--- src/rtl/if_stage.sv ---
// Instruction-fetch stage: issues single-outstanding instruction-memory reads,
// presents fetched words to decode over a valid/ready handshake, applies
// decode-time jump predictions and later-stage flush redirects, and reports
// fetch exceptions (misaligned PC, access fault).

package CPU_pkg;
    localparam logic [31:0] CAUSE_MISALIGNED_INST   = 32'd0;
    localparam logic [31:0] CAUSE_INST_ACCESS_FAULT = 32'd1;
endpackage

module if_stage
    import CPU_pkg::*;
#(
    parameter logic [31:0] RESET_VEC = 32'h0000_0000
) (
    input  logic        clk,
    input  logic        reset,
    // decode-side stream
    output logic        valid_out,
    input  logic        ready_in,
    output logic [31:0] PC_IF,
    output logic [31:0] IR_IF,
    output logic        exc_pend_IF,
    output logic [31:0] exc_cause_IF,
    input  logic        jump_pred_IF,
    input  logic [31:0] jump_addr_IF,
    // redirect from later stages
    input  logic        flush_in,
    input  logic [31:0] flush_addr,
    // instruction memory
    output logic        imem_rena,
    output logic [31:0] imem_addr,
    input  logic [31:0] imem_rdata,
    input  logic        imem_ready,
    input  logic        imem_error
);

    // IDLE : decide whether to fetch pc or report it as misaligned
    // FETCH: request outstanding, result wanted
    // FULL : output register holds an entry for decode
    // HALT : a faulting entry was consumed; only a flush restarts fetch
    // KILL : request outstanding, result is stale and will be dropped
    typedef enum logic [2:0] {
        IDLE  = 3'd0,
        FETCH = 3'd1,
        FULL  = 3'd2,
        HALT  = 3'd3,
        KILL  = 3'd4
    } state_t;

    state_t      state;
    logic [31:0] pc;

    // The memory request must stay asserted for the whole wait, including
    // while a stale result is being drained after a flush.
    assign imem_rena = (state == FETCH) || (state == KILL);

    // Fetch sequencing, output register and redirect handling.
    always_ff @(posedge clk) begin
        if (!reset) begin
            state        <= IDLE;
            pc           <= RESET_VEC;
            imem_addr    <= RESET_VEC;
            valid_out    <= 1'b0;
            PC_IF        <= 32'd0;
            IR_IF        <= 32'd0;
            exc_pend_IF  <= 1'b0;
            exc_cause_IF <= 32'd0;
        end else if (flush_in) begin
            // A flush beats any same-cycle transfer or memory response.
            // imem_addr is left alone so an in-flight request stays stable.
            pc           <= flush_addr;
            valid_out    <= 1'b0;
            PC_IF        <= 32'd0;
            IR_IF        <= 32'd0;
            exc_pend_IF  <= 1'b0;
            exc_cause_IF <= 32'd0;
            if (((state == FETCH) || (state == KILL)) && !imem_ready) begin
                state <= KILL;
            end else begin
                state <= IDLE;
            end
        end else begin
            case (state)
                IDLE: begin
                    if (pc[1:0] != 2'b00) begin
                        // Misaligned target: report it without touching memory.
                        valid_out    <= 1'b1;
                        PC_IF        <= pc;
                        IR_IF        <= 32'd0;
                        exc_pend_IF  <= 1'b1;
                        exc_cause_IF <= CAUSE_MISALIGNED_INST;
                        state        <= FULL;
                    end else begin
                        imem_addr <= pc;
                        state     <= FETCH;
                    end
                end
                FETCH: begin
                    if (imem_ready) begin
                        valid_out <= 1'b1;
                        PC_IF     <= imem_addr;
                        if (imem_error) begin
                            IR_IF        <= 32'd0;
                            exc_pend_IF  <= 1'b1;
                            exc_cause_IF <= CAUSE_INST_ACCESS_FAULT;
                        end else begin
                            IR_IF        <= imem_rdata;
                            exc_pend_IF  <= 1'b0;
                            exc_cause_IF <= 32'd0;
                        end
                        state <= FULL;
                    end
                end
                FULL: begin
                    if (ready_in) begin
                        valid_out    <= 1'b0;
                        PC_IF        <= 32'd0;
                        IR_IF        <= 32'd0;
                        exc_pend_IF  <= 1'b0;
                        exc_cause_IF <= 32'd0;
                        if (exc_pend_IF) begin
                            // Nothing sensible to fetch after a fault.
                            state <= HALT;
                        end else begin
                            pc    <= jump_pred_IF ? jump_addr_IF : (PC_IF + 32'd4);
                            state <= IDLE;
                        end
                    end
                end
                HALT: begin
                    state <= HALT;
                end
                KILL: begin
                    if (imem_ready) begin
                        state <= IDLE;
                    end
                end
                default: begin
                    state <= IDLE;
                end
            endcase
        end
    end

endmodule
--- config.mk ---
export PLATFORM = sky130hd
export DESIGN_NAME = if_stage
export DESIGN_NICKNAME = d
export VERILOG_FILES = /design/src/rtl/if_stage.sv
export SDC_FILE = /design/constraint.sdc
export NUM_CORES = 1
export LEC_CHECK = 0
export ABC_AREA = 1
export BUFFER_PORTS_ARGS = -buffer_cell sky130_fd_sc_hd__buf_4
export CAP_MARGIN = 20
export CORE_ASPECT_RATIO = 0.9
export CORE_UTILIZATION = 46
export DETAILED_ROUTE_END_ITERATION = 6
export HOLD_SLACK_MARGIN = 0.02
export PLACE_DENSITY_LB_ADDON = 0.2
export SETUP_SLACK_MARGIN = 0.5
export SLEW_MARGIN = 20
export SYNTH_ARGS = -nofsm -noshare
export SYNTH_HDL_FRONTEND = slang
export SYNTH_SLANG_ARGS = --single-unit
--- constraint.sdc ---
create_clock -name clk -period 1.6 [get_ports clk]
set_input_delay 0.32 -clock clk [delete_from_list [all_inputs] [get_ports clk]]
set_output_delay 0.32 -clock clk [all_outputs]
set_load 0.1 [all_outputs]
==> flow_summary_export.csv, run 1 <==
group,metric,value,unit
status,status,"finished, violations left",
status,violations,"setup timing",
power_and_ir_drop,p_leak,4.74,nW
timing,fin_skew,10.5,ps
worst_setup_path,endpoint_kind,"output port",
synth,async_flop_share,0,%
synth,ys_types,35,
die,ios,234,
grt,grtUsageMet1,44.1,%
hold_path,hold-path-cell-count,3,
synth,yosysMostFrequentCell,"nand2_1",
synth,netlist_area,6860,um^2
timing,tightest_slew,756,ps
power_and_ir_drop,combPwrFrac,39.1,%
synth,yosysTopAreaCellShare,39.1,%
route,drt_pass1_iterations,6,
die,core-area,14300,um^2
die,die_area,15400,um^2
grt,antenna_found_initial,0,
power_and_ir_drop,seqPwrFrac,30.3,%
place,place_congestion,0.967,
grt,grt_pass1_wl,38200,um
worst_setup_path,cp_cell_sequence,"inv_4, nor3_4, inv_2, o21ai_4, buf_12",
timing,min_period_over_period,106,%
timing,finalWorstSetupSlack,-103,ps
synth,synth-seq-cells,134,
synth,synth_edf_count,0,
worst_setup_path,timing.rr.start,"state[0]$_SDFFE_PN0P_",
power_and_ir_drop,internal-power,7.78,mW
grt,grt-busiest-layer,"met2",
synth,synth-warning-count,0,
worst_setup_path,r2r_setup_slack,-90,ps
synth,netlist_top_cells_area,"dfxtp_1, nand2_1, a21oi_1, nor2_1, nand3_1",
clocking,cts_max_level,4,
timing,slew_headroom,49.6,%
worst_setup_path,crit_arrival,1380,ps
die,fp-row-count,41,
timing,slew_violations,0,
worst_setup_path,crit_slowest_cell,"dfxtp_2",
worst_setup_path,crit_type,"reg2out",
place,place_area,9040,um^2
timing,finalHoldViolCount,0,
grt,use_met2,49.2,%
flow_run,maxCapViolCount,0,
place,place_ws,-8.79,ps
worst_setup_path,cpPeakStageDelay,350,ps
synth,synthTopCellsByCount,"nand2_1, a21oi_1, dfxtp_1",
synth,synth_area_leader_cell,"dfxtp_1",
route,drc,0,
route,routed_wl,30300,um
clocking,clkLatencyLatePin,430,ps
cells_and_area,drive_gt1_share,51.0,%
hold_path,min_to,"IR_IF[14]$_SDFFE_PP0P_",
route,viasPerCell,5.86,
power_and_ir_drop,clockPowerShare,30.7,%
clocking,cts_max_path_buffers,2,
hold_path,hp-start,"imem_rdata[14]",
route,drt-initial-drc-count,1176,
grt,grt_remaining_overflow,0,
synth,syn_inst,993,
route,antenna_left,0,
clocking,clk_pin_slew_worst_paths,60,ps
timing,fmax,0.587,GHz
synth,seq_area_frac_synth,39.1,%
worst_setup_path,r2r_end,"IR_IF[4]$_SDFFE_PP0P_",
worst_setup_path,r2r_cells,10,
clocking,cts_tree,"done",
clocking,clock_sinks,134,
cells_and_area,nets,1357,
grt,grt_use_met3,9.36,%
cells_and_area,antenna_cells,0,
die,die_w,131,um
route,wire_per_inst,20.8,um
timing,setup_violations,49,
grt,grt_pass1_vias,7214,
synth,ys.flop_type,"dfxtp_1",
timing,fin_crit,1700,ps
route,vias,8548,
place,port_buffers,202,
die,start_util,48.1,%
worst_setup_path,worstSetupStartpointType,"flip-flop",
place,dpl.hpwl,16500,um
clocking,root_buffer,"clkbuf_16",
worst_setup_path,startpoint,"state[0]$_SDFFE_PN0P_",
timing,rsz0062_at_grt,"true",
power_and_ir_drop,powerDensity,1130,nW/um^2
clocking,numCtsBuffers,17,
cells_and_area,fin_area,11500,um^2
hold_path,hold_class,"in2reg",
cells_and_area,area_delta_synth_final,67.7,%
power_and_ir_drop,switchingPower,5.20,mW
worst_setup_path,worst_ep_required_time,1280,ps
die,die_h,118,um
grt,grt_max_degree,50,
worst_setup_path,crit_fanout,3,
grt,grt_usage,32.6,%
synth,syn_area_per_cell,6.90,um^2
power_and_ir_drop,peakVddDrop,0.938,mV
power_and_ir_drop,p_sw_share,40.0,%
what timing repair did:
action                                  4_1_cts  5_1_grt
endpoints found under the setup margin      234      234
cloned                                        5        9
pin swaps                                    39       71
buffers inserted                             18       32
hold buffers                                  0        0
hold endpoints to repair                      0        0
gates resized for setup                     111      187
power groups by stage:
| stage | Sequential [mW] | Combinational [mW] | Clock (mW) |
|---|---|---|---|
| CTS | 3.88 | 4.28 | 3.97 |
| detailed placement | 3.93 | 3.80 | 0 |
| floorplan | 5.13 | 1.74 | 0 |
| global placement | 3.93 | 3.78 | 0 |
| finish | 3.93 | 5.07 | 3.98 |
| global route | 3.94 | 5.20 | 4.16 |
flip-flops by register name, indices dropped and copies added (netlist names):
signal and count:
IR_IF 32, pc 32, state 3, PC_IF 32, imem_addr 32, exc_pend_IF 1
exc_cause_IF 1, valid_out 1
critical path, delay by kind of cell, from the launching register on:
family                 cells  cell delay (ps)
buffers and inverters      3              320
AO/OA/AOI/OAI              1               80
AND/OR/NAND/NOR            1              200
flip-flops                 1              350
per-stage QoR:
step	instances	hold WS [ps]	TNS, ps	total power, mW	utilization (%)
6_report	1459	143	-1850	13.0	80.6
5_1_grt	1459	134	-6340	13.3	80.6
4_1_cts	1418	140	-988	12.1	72.8
3_5_place_dp	1363	452	-8.79	7.72	63.4
3_3_place_gp	1363	448	0	7.71	63.4
2_1_floorplan	1023	432	-121	6.87	-
worst max-delay path by stage:
stage                                      to  slack (ps)  cells after the start
after global placement    pc[28]$_SDFFE_PN0P_          50                     11
after CTS                           imem_rena        -100                      5
final                               imem_rena        -100                      5
after floorplan           pc[26]$_SDFFE_PN0P_         -30                     11
after detailed placement  pc[28]$_SDFFE_PN0P_          -9                     11
after global routing      pc[12]$_SDFFE_PN0P_        -220                      8
area by class of cell:
type / instances / area [um^2]
multi-input cells: 726 / 4390
clock inverters: 7 / 61.3
inverters: 72 / 298
repair buffers: 302 / 3080
flip-flops and latches: 134 / 2890
clock buffers: 25 / 538
well taps: 193 / 241
fillers: 892 / 2760
placed cells by master (no fill, tap or decap), drive strengths merged:
| cell type | instances |
|---|---|
| nand3 | 75 |
| a31oi | 14 |
| bufinv | 1 |
| xor2 | 7 |
| o211ai | 4 |
| o22ai | 2 |
| a211oi | 9 |
| ha | 1 |
| nor3 | 12 |
| o21ai | 102 |
| dfxtp | 134 |
| nor2 | 105 |
| clkbuf | 31 |
| a21oi | 135 |
| inv | 72 |
| or2 | 6 |
| buf | 294 |
| nand2 | 215 |
| xnor2 | 5 |
| a221oi | 1 |
| conb | 31 |
| bufbuf | 2 |
| clkinv | 6 |
| and2 | 2 |
layer usage:
metal | vias up | wire, um
met2 | 751 | 13700
met1 | 3895 | 11200
met3 | 148 | 3920
li1 | 3754 | -
met4 | 0 | 1480
met5 | - | 0
kinds of logic after synthesis:
kind of cell / share of synthesized area (%)
buffers and inverters: 12.2
adders and majority gates: 0.182
AOI/OAI and AO/OA: 20.6
other: 0.0547
xor gates and xnor gates: 1.53
and+or+nand+nor: 26.3
DFF: 39.1
Note: power is estimated with default switching activity, not from simulation.
==> inputs of run 2 (changes only) <==
--- a/config.mk
+++ b/config.mk
@@ -12,7 +12,7 @@
 export CORE_UTILIZATION = 46
 export DETAILED_ROUTE_END_ITERATION = 6
 export HOLD_SLACK_MARGIN = 0.02
-export PLACE_DENSITY_LB_ADDON = 0.2
+export PLACE_DENSITY_LB_ADDON = 0.05
 export SETUP_SLACK_MARGIN = 0.5
 export SLEW_MARGIN = 20
 export SYNTH_ARGS = -nofsm -noshare
==> run 2 against run 1 <==
  * The flow now stops in global routing
  * Area after synthesis did not move
  * Synthesized cell count stayed put
==> flow_summary_export.csv, run 2 <==
group,metric,value,unit
clocking,cts_max_level,4,
place,place_area,9120,um^2
synth,netlist_top_cells_area,"dfxtp_1, nand2_1, a21oi_1, nor2_1, nand3_1",
place,place_ws,25.2,ps
clocking,root_buffer,"clkbuf_16",
die,die_h,118,um
synth,ys.flop_type,"dfxtp_1",
synth,netlist_area,6860,um^2
synth,yosysTopAreaCellShare,39.1,%
place,port_buffers,202,
clocking,hold_buffers,0,
timing,postGrtWorstEndpoint,"imem_addr[23]$_SDFFE_PN0P_/D",
status,status,"did not finish",
clocking,clock_sinks,134,
synth,ys_types,35,
synth,synth-warning-count,0,
synth,yosysMostFrequentCell,"nand2_1",
clocking,cts_max_path_buffers,2,
synth,synth_edf_count,0,
die,start_util,48.1,%
status,stop_stage,"global routing",
clocking,numCtsBuffers,17,
synth,synth-seq-cells,134,
synth,synthTopCellsByCount,"nand2_1, a21oi_1, dfxtp_1",
synth,syn_area_per_cell,6.90,um^2
grt,grt_max_degree,50,
place,dpl.hpwl,17200,um
place,place_congestion,0.921,
die,die_w,131,um
synth,seq_area_frac_synth,39.1,%
synth,async_flop_share,0,%
status,error_line,"[ERROR DPL-0038] Utilization greater than 100%, impossible to legalize",
die,ios,234,
synth,syn_inst,993,
die,fp-row-count,41,
timing,worst-ep-kind,"sequential cell input",
synth,synth_area_leader_cell,"dfxtp_1",
-- run 2: cell counts after synthesis --
No cell type changed its count.
-- run 2: per-stage QoR --
step	TNS (ps)	cells	util, %
CTS	-379	1523	92.6
detailed placement	0	1372	64.0
floorplan	-121	1023	-
global placement	0	1372	64.0
-- run 2: timing repair --
item | CTS
pin swaps | 85
cloned | 26
setup endpoints to repair | 233
gates resized for setup | 521
buffers inserted | 93
-- run 2: kinds of logic after synthesis --
family	count (synthesis)	share of synthesized area (%)
other	1	0.0547
AO/OA/AOI/OAI	267	20.6
XOR/XNOR	12	1.53
adder cells (fa/ha/maj)	1	0.182
buffers and inverters	164	12.2
AND/OR/NAND/NOR	414	26.3
flip-flops	134	39.1
==> inputs of run 3 (changes only) <==
--- a/config.mk
+++ b/config.mk
@@ -8,12 +8,9 @@
 export ABC_AREA = 1
 export BUFFER_PORTS_ARGS = -buffer_cell sky130_fd_sc_hd__buf_4
 export CAP_MARGIN = 20
-export CORE_ASPECT_RATIO = 0.9
-export CORE_UTILIZATION = 46
+export CORE_UTILIZATION = 40
 export DETAILED_ROUTE_END_ITERATION = 6
-export HOLD_SLACK_MARGIN = 0.02
-export PLACE_DENSITY_LB_ADDON = 0.05
-export SETUP_SLACK_MARGIN = 0.5
+export PLACE_DENSITY_LB_ADDON = 0.15
 export SLEW_MARGIN = 20
 export SYNTH_ARGS = -nofsm -noshare
 export SYNTH_HDL_FRONTEND = slang
==> constraint.sdc (replaced) <==
create_clock -name clk -period 2.1 [get_ports clk]
set_input_delay 0.42 -clock clk [delete_from_list [all_inputs] [get_ports clk]]
set_output_delay 0.42 -clock clk [all_outputs]
set_load 0.1 [all_outputs]
==> run 3 against run 2 <==
  * The flow now finishes without violations
==> flow_summary_export.csv, run 3 (synthesis gave the netlist of run 1 again) <==
group,metric,value,unit
cells_and_area,instances_no_fill,1416,
cells_and_area,area_delta_synth_final,32.7,%
clocking,root_buffer,"clkbuf_16",
cells_and_area,final_common_cell,"buf_4",
place,place_ws,348,ps
die,ios,234,
timing,setup_tns,0,ps
timing,holdWs,257,ps
clocking,cts_tree,"done",
place,dpl.hpwl,16400,um
timing,finalHoldViolCount,0,
timing,fmax,0.500,GHz
timing,setup_violations,0,
clocking,clkLatencyLatePin,430,ps
route,viasPerCell,5.09,
clocking,clk_pin_slew_worst_paths,60,ps
worst_setup_path,crit_end,"imem_rena",
route,drt_pass1_iterations,6,
hold_path,hold_class,"in2reg",
hold_path,hold-path-cell-count,3,
power_and_ir_drop,power.total,8.73,mW
clocking,hold_buffers,0,
grt,grt_pass1_wl,35600,um
cells_and_area,nets,1287,
die,core-area,16600,um^2
timing,fin_crit,2000,ps
route,wire_per_inst,16.1,um
cells_and_area,drive_gt1_share,26.0,%
power_and_ir_drop,powerDensity,960,nW/um^2
worst_setup_path,startpoint,"state[2]$_SDFFE_PN0P_",
clocking,cts_setup_buffers,0,
timing,slew_violations,0,
clocking,ctsResizeCount,0,
grt,grt_usage,25.9,%
worst_setup_path,crit_arrival,1580,ps
place,place_area,8490,um^2
timing,finalWorstSetupSlack,101,ps
place,place_congestion,0.900,
worst_setup_path,timing.rr.start,"PC_IF[2]$_SDFFE_PP0P_",
cells_and_area,fin_area,9100,um^2
status,status,"finished, final reports clean",
cells_and_area,post-route-util,54.7,%
clocking,clock_sinks,134,
cells_and_area,antenna_cells,0,
place,dp.cells,1384,
route,drt-initial-drc-count,622,
route,drc,0,
clocking,cts_max_path_buffers,2,
place,port_buffers,202,
timing,min_period_over_period,95.2,%
die,die_w,133,um
worst_setup_path,crit_fanout,8,
worst_setup_path,worstSetupStartpointType,"flip-flop",
worst_setup_path,endpoint_kind,"output port",
worst_setup_path,r2r_setup_slack,280,ps
die,die_h,133,um
die,fp-row-count,47,
flow_run,maxCapViolCount,0,
grt,antenna_found_initial,0,
route,vias,7213,
worst_setup_path,r2r_end,"pc[12]$_SDFFE_PN0P_",
power_and_ir_drop,peakVddDrop,0.591,mV
timing,rsz0062_at_grt,"false",
cells_and_area,final_cell_mix,"buf_4, nand2_1, a21oi_1, dfxtp_1, nor2_1",
grt,grt_max_degree,53,
worst_setup_path,worst_ep_required_time,1680,ps
worst_setup_path,r2r_cells,10,
die,die_area,17700,um^2
route,routed_wl,22800,um
worst_setup_path,crit_type,"reg2out",
clocking,cts_max_level,4,
power_and_ir_drop,p_leak,3.79,nW
grt,grt_remaining_overflow,0,
route,antenna_left,0,
grt,grt_pass1_vias,6644,
die,start_util,41.2,%
clocking,numCtsBuffers,17,
timing,fin_skew,9.36,ps
==> run 3: cell type report <==
| class | instances | area (um^2) |
|---|---|---|
| multi-input cells | 725 | 3460 |
| clock buffers | 20 | 457 |
| flip-flops and latches | 134 | 2690 |
| inverters | 72 | 270 |
| fillers | 1672 | 7540 |
| clock inverters | 12 | 150 |
| well taps | 220 | 275 |
| repair buffers | 233 | 1800 |
==> run 3: worst min-delay path by stage <==
stage | start | end | slack [ps]
after global routing | imem_rdata[21] | IR_IF[21]$_SDFFE_PP0P_ | 260
after global placement | pc[5]$_SDFFE_PN0P_ | imem_addr[5]$_SDFFE_PN0P_ | 450
after floorplan | pc[5]$_SDFFE_PN0P_ | imem_addr[5]$_SDFFE_PN0P_ | 440
final | imem_rdata[21] | IR_IF[21]$_SDFFE_PP0P_ | 260
after detailed placement | pc[24]$_SDFFE_PN0P_ | pc[24]$_SDFFE_PN0P_ | 460
after CTS | imem_rdata[21] | IR_IF[21]$_SDFFE_PP0P_ | 250
==> run 3: metal layers <==
metal / up-vias / GRT usage, % / wire length, um
li1: 3585 / - / -
met1: 3285 / 37.0 / 10800
met2: 315 / 38.9 / 9980
met3: 28 / 5.02 / 1710
met4: 0 / 8.37 / 360
met5: - / 0 / 0
==> run 3: report_power, final <==
group          leakage [nW]  internal (mW)  switching (mW)
Clock                 0.293           1.93            1.14
Combinational          2.40          0.640            2.10
Sequential             1.10           2.74           0.183
Total                  3.79           5.30            3.43
==> run 3: critical path, stage by stage, from the launching register on <==
cell	delay, ps
dfxtp_1	400
nor3_4	230
inv_2	120
o21ai_2	90
buf_4	310
==> inputs of run 4 (changes only) <==
--- a/config.mk
+++ b/config.mk
@@ -10,6 +10,7 @@
 export CAP_MARGIN = 20
 export CORE_UTILIZATION = 40
 export DETAILED_ROUTE_END_ITERATION = 6
+export MAX_ROUTING_LAYER = met4
 export PLACE_DENSITY_LB_ADDON = 0.15
 export SLEW_MARGIN = 20
 export SYNTH_ARGS = -nofsm -noshare
==> run 4 against run 3 <==
  * Via count increased by 0.17%
  * Clock skew about the same
  * Register-to-register slack about the same
  * Flip-flop and latch count unchanged
  * Global-route usage increased by 0.82 points
  * Sequential power about the same
  * Maximum frequency decreased by 0.15%
==> flow_summary_export.csv, run 4 (synthesis gave the netlist of run 1 again) <==
group,metric,value,unit
status,status,"finished, final reports clean",
die,start_util,41.2,%
route,routed_wl,22900,um
die,fp-row-count,47,
worst_setup_path,r2r_cells,10,
grt,antenna_found_initial,0,
timing,fin_crit,2000,ps
place,place_congestion,0.916,
timing,fin_skew,9.11,ps
timing,setup_violations,0,
grt,grt_remaining_overflow,0,
place,dpl.hpwl,16400,um
clocking,root_buffer,"clkbuf_16",
worst_setup_path,crit_fanout,8,
worst_setup_path,cp_cell_sequence,"nor3_4, inv_2, o21ai_2, buf_4",
place,port_buffers,202,
die,die_h,133,um
cells_and_area,area_delta_synth_final,32.7,%
timing,min_period_over_period,95.3,%
clocking,cts_tree,"done",
clocking,clkLatencyLatePin,430,ps
route,antenna_left,0,
grt,grt_pass1_vias,6651,
power_and_ir_drop,powerDensity,961,nW/um^2
place,dp.cells,1384,
worst_setup_path,r2r_setup_slack,280,ps
route,viasPerCell,5.10,
die,core-area,16600,um^2
worst_setup_path,worst_ep_required_time,1680,ps
worst_setup_path,cpPeakStageDelay,400,ps
flow_run,maxCapViolCount,0,
timing,holdWs,255,ps
clocking,cts_max_path_buffers,2,
clocking,numCtsBuffers,17,
worst_setup_path,r2r_end,"pc[12]$_SDFFE_PN0P_",
grt,grt_usage,26.8,%
worst_setup_path,endpoint_kind,"output port",
timing,rsz0062_at_grt,"false",
timing,slew_violations,0,
worst_setup_path,timing.rr.start,"PC_IF[2]$_SDFFE_PP0P_",
clocking,cts_max_level,4,
cells_and_area,instances_no_fill,1416,
clocking,clock_sinks,134,
power_and_ir_drop,p_leak,3.79,nW
hold_path,min_to,"IR_IF[21]$_SDFFE_PP0P_",
route,drc,0,
die,ios,234,
die,die_w,133,um
route,vias,7225,
clocking,clk_pin_slew_worst_paths,60,ps
timing,setup_tns,0,ps
worst_setup_path,crit_arrival,1580,ps
route,drt-initial-drc-count,648,
clocking,cts_setup_buffers,0,
route,wire_per_inst,16.2,um
clocking,ctsResizeCount,0,
cells_and_area,final_common_cell,"buf_4",
power_and_ir_drop,peakVddDrop,0.592,mV
route,drt_pass1_iterations,5,
hold_path,hp-start,"imem_rdata[21]",
cells_and_area,drive_gt1_share,26.0,%
worst_setup_path,worstSetupStartpointType,"flip-flop",
grt,grt_pass1_wl,35700,um
grt,grt_max_degree,53,
timing,fmax,0.499,GHz
die,die_area,17700,um^2
cells_and_area,final_cell_mix,"buf_4, nand2_1, a21oi_1, dfxtp_1, nor2_1",
clocking,hold_buffers,0,
cells_and_area,antenna_cells,0,
timing,finalHoldViolCount,0,
cells_and_area,nets,1287,
worst_setup_path,crit_slowest_cell,"dfxtp_1",
worst_setup_path,crit_type,"reg2out",
hold_path,hold_class,"in2reg",
hold_path,hold-path-cell-count,3,
[run 4: cell counts in the layout (fill, tap and decap cells not counted)]
No cell type changed its count.
[run 4: critical path: cells and delay by family, from the launching register on]
kind	cells	cell delay, ps
compound gates	1	90
flops	1	400
simple gates	1	230
buf+inv	2	430
[run 4: where the power goes]
group | switching, mW | internal, mW
logic | 2.10 | 0.640
clock network | 1.15 | 1.93
registers | 0.185 | 2.74
[run 4: worst max path at each step]
stage	startpoint	end	slack [ps]
6_report	state[2]$_SDFFE_PN0P_	imem_rena	100
5_1_grt	state[2]$_SDFFE_PN0P_	imem_rena	30
4_1_cts	state[2]$_SDFFE_PN0P_	imem_rena	90
3_5_place_dp	PC_IF[3]$_SDFFE_PP0P_	pc[30]$_SDFFE_PN0P_	350
3_3_place_gp	state[2]$_SDFFE_PN0P_	PC_IF[28]$_SDFFE_PP0P_	390
2_1_floorplan	PC_IF[11]$_SDFFE_PP0P_	pc[30]$_SDFFE_PN0P_	10
[run 4: routing by layer]
| layer | routed length (um) | global-route usage [%] |
|---|---|---|
| met1 | 11000 | 37.3 |
| met2 | 10000 | 39.1 |
| met3 | 1560 | 4.44 |
| met4 | 339 | 8.37 |
| met5 | 0 | - |
[run 4: layout make-up]
cell class / count / area [um^2]
Fill cell: 1672 / 7540
Timing Repair Buffer: 233 / 1800
Clock buffer: 20 / 457
Sequential cell: 134 / 2690
Inverter: 72 / 270
Tap cell: 220 / 275
Clock inverter: 12 / 150
Multi-Input combinational cell: 725 / 3460
[run 4: stage by stage]
stage          util [%]  power, mW  instance area (um^2)  worst slack [ps]
3_5_place_dp       51.0       5.71                  8490               348
4_1_cts            54.7       8.76                  9100              86.1
2_1_floorplan         -       5.06                  6980              11.6
6_report           54.7       8.74                  9100              98.0
5_1_grt            54.7       9.07                  9100              26.6
3_3_place_gp       51.0       5.70                  8490               390
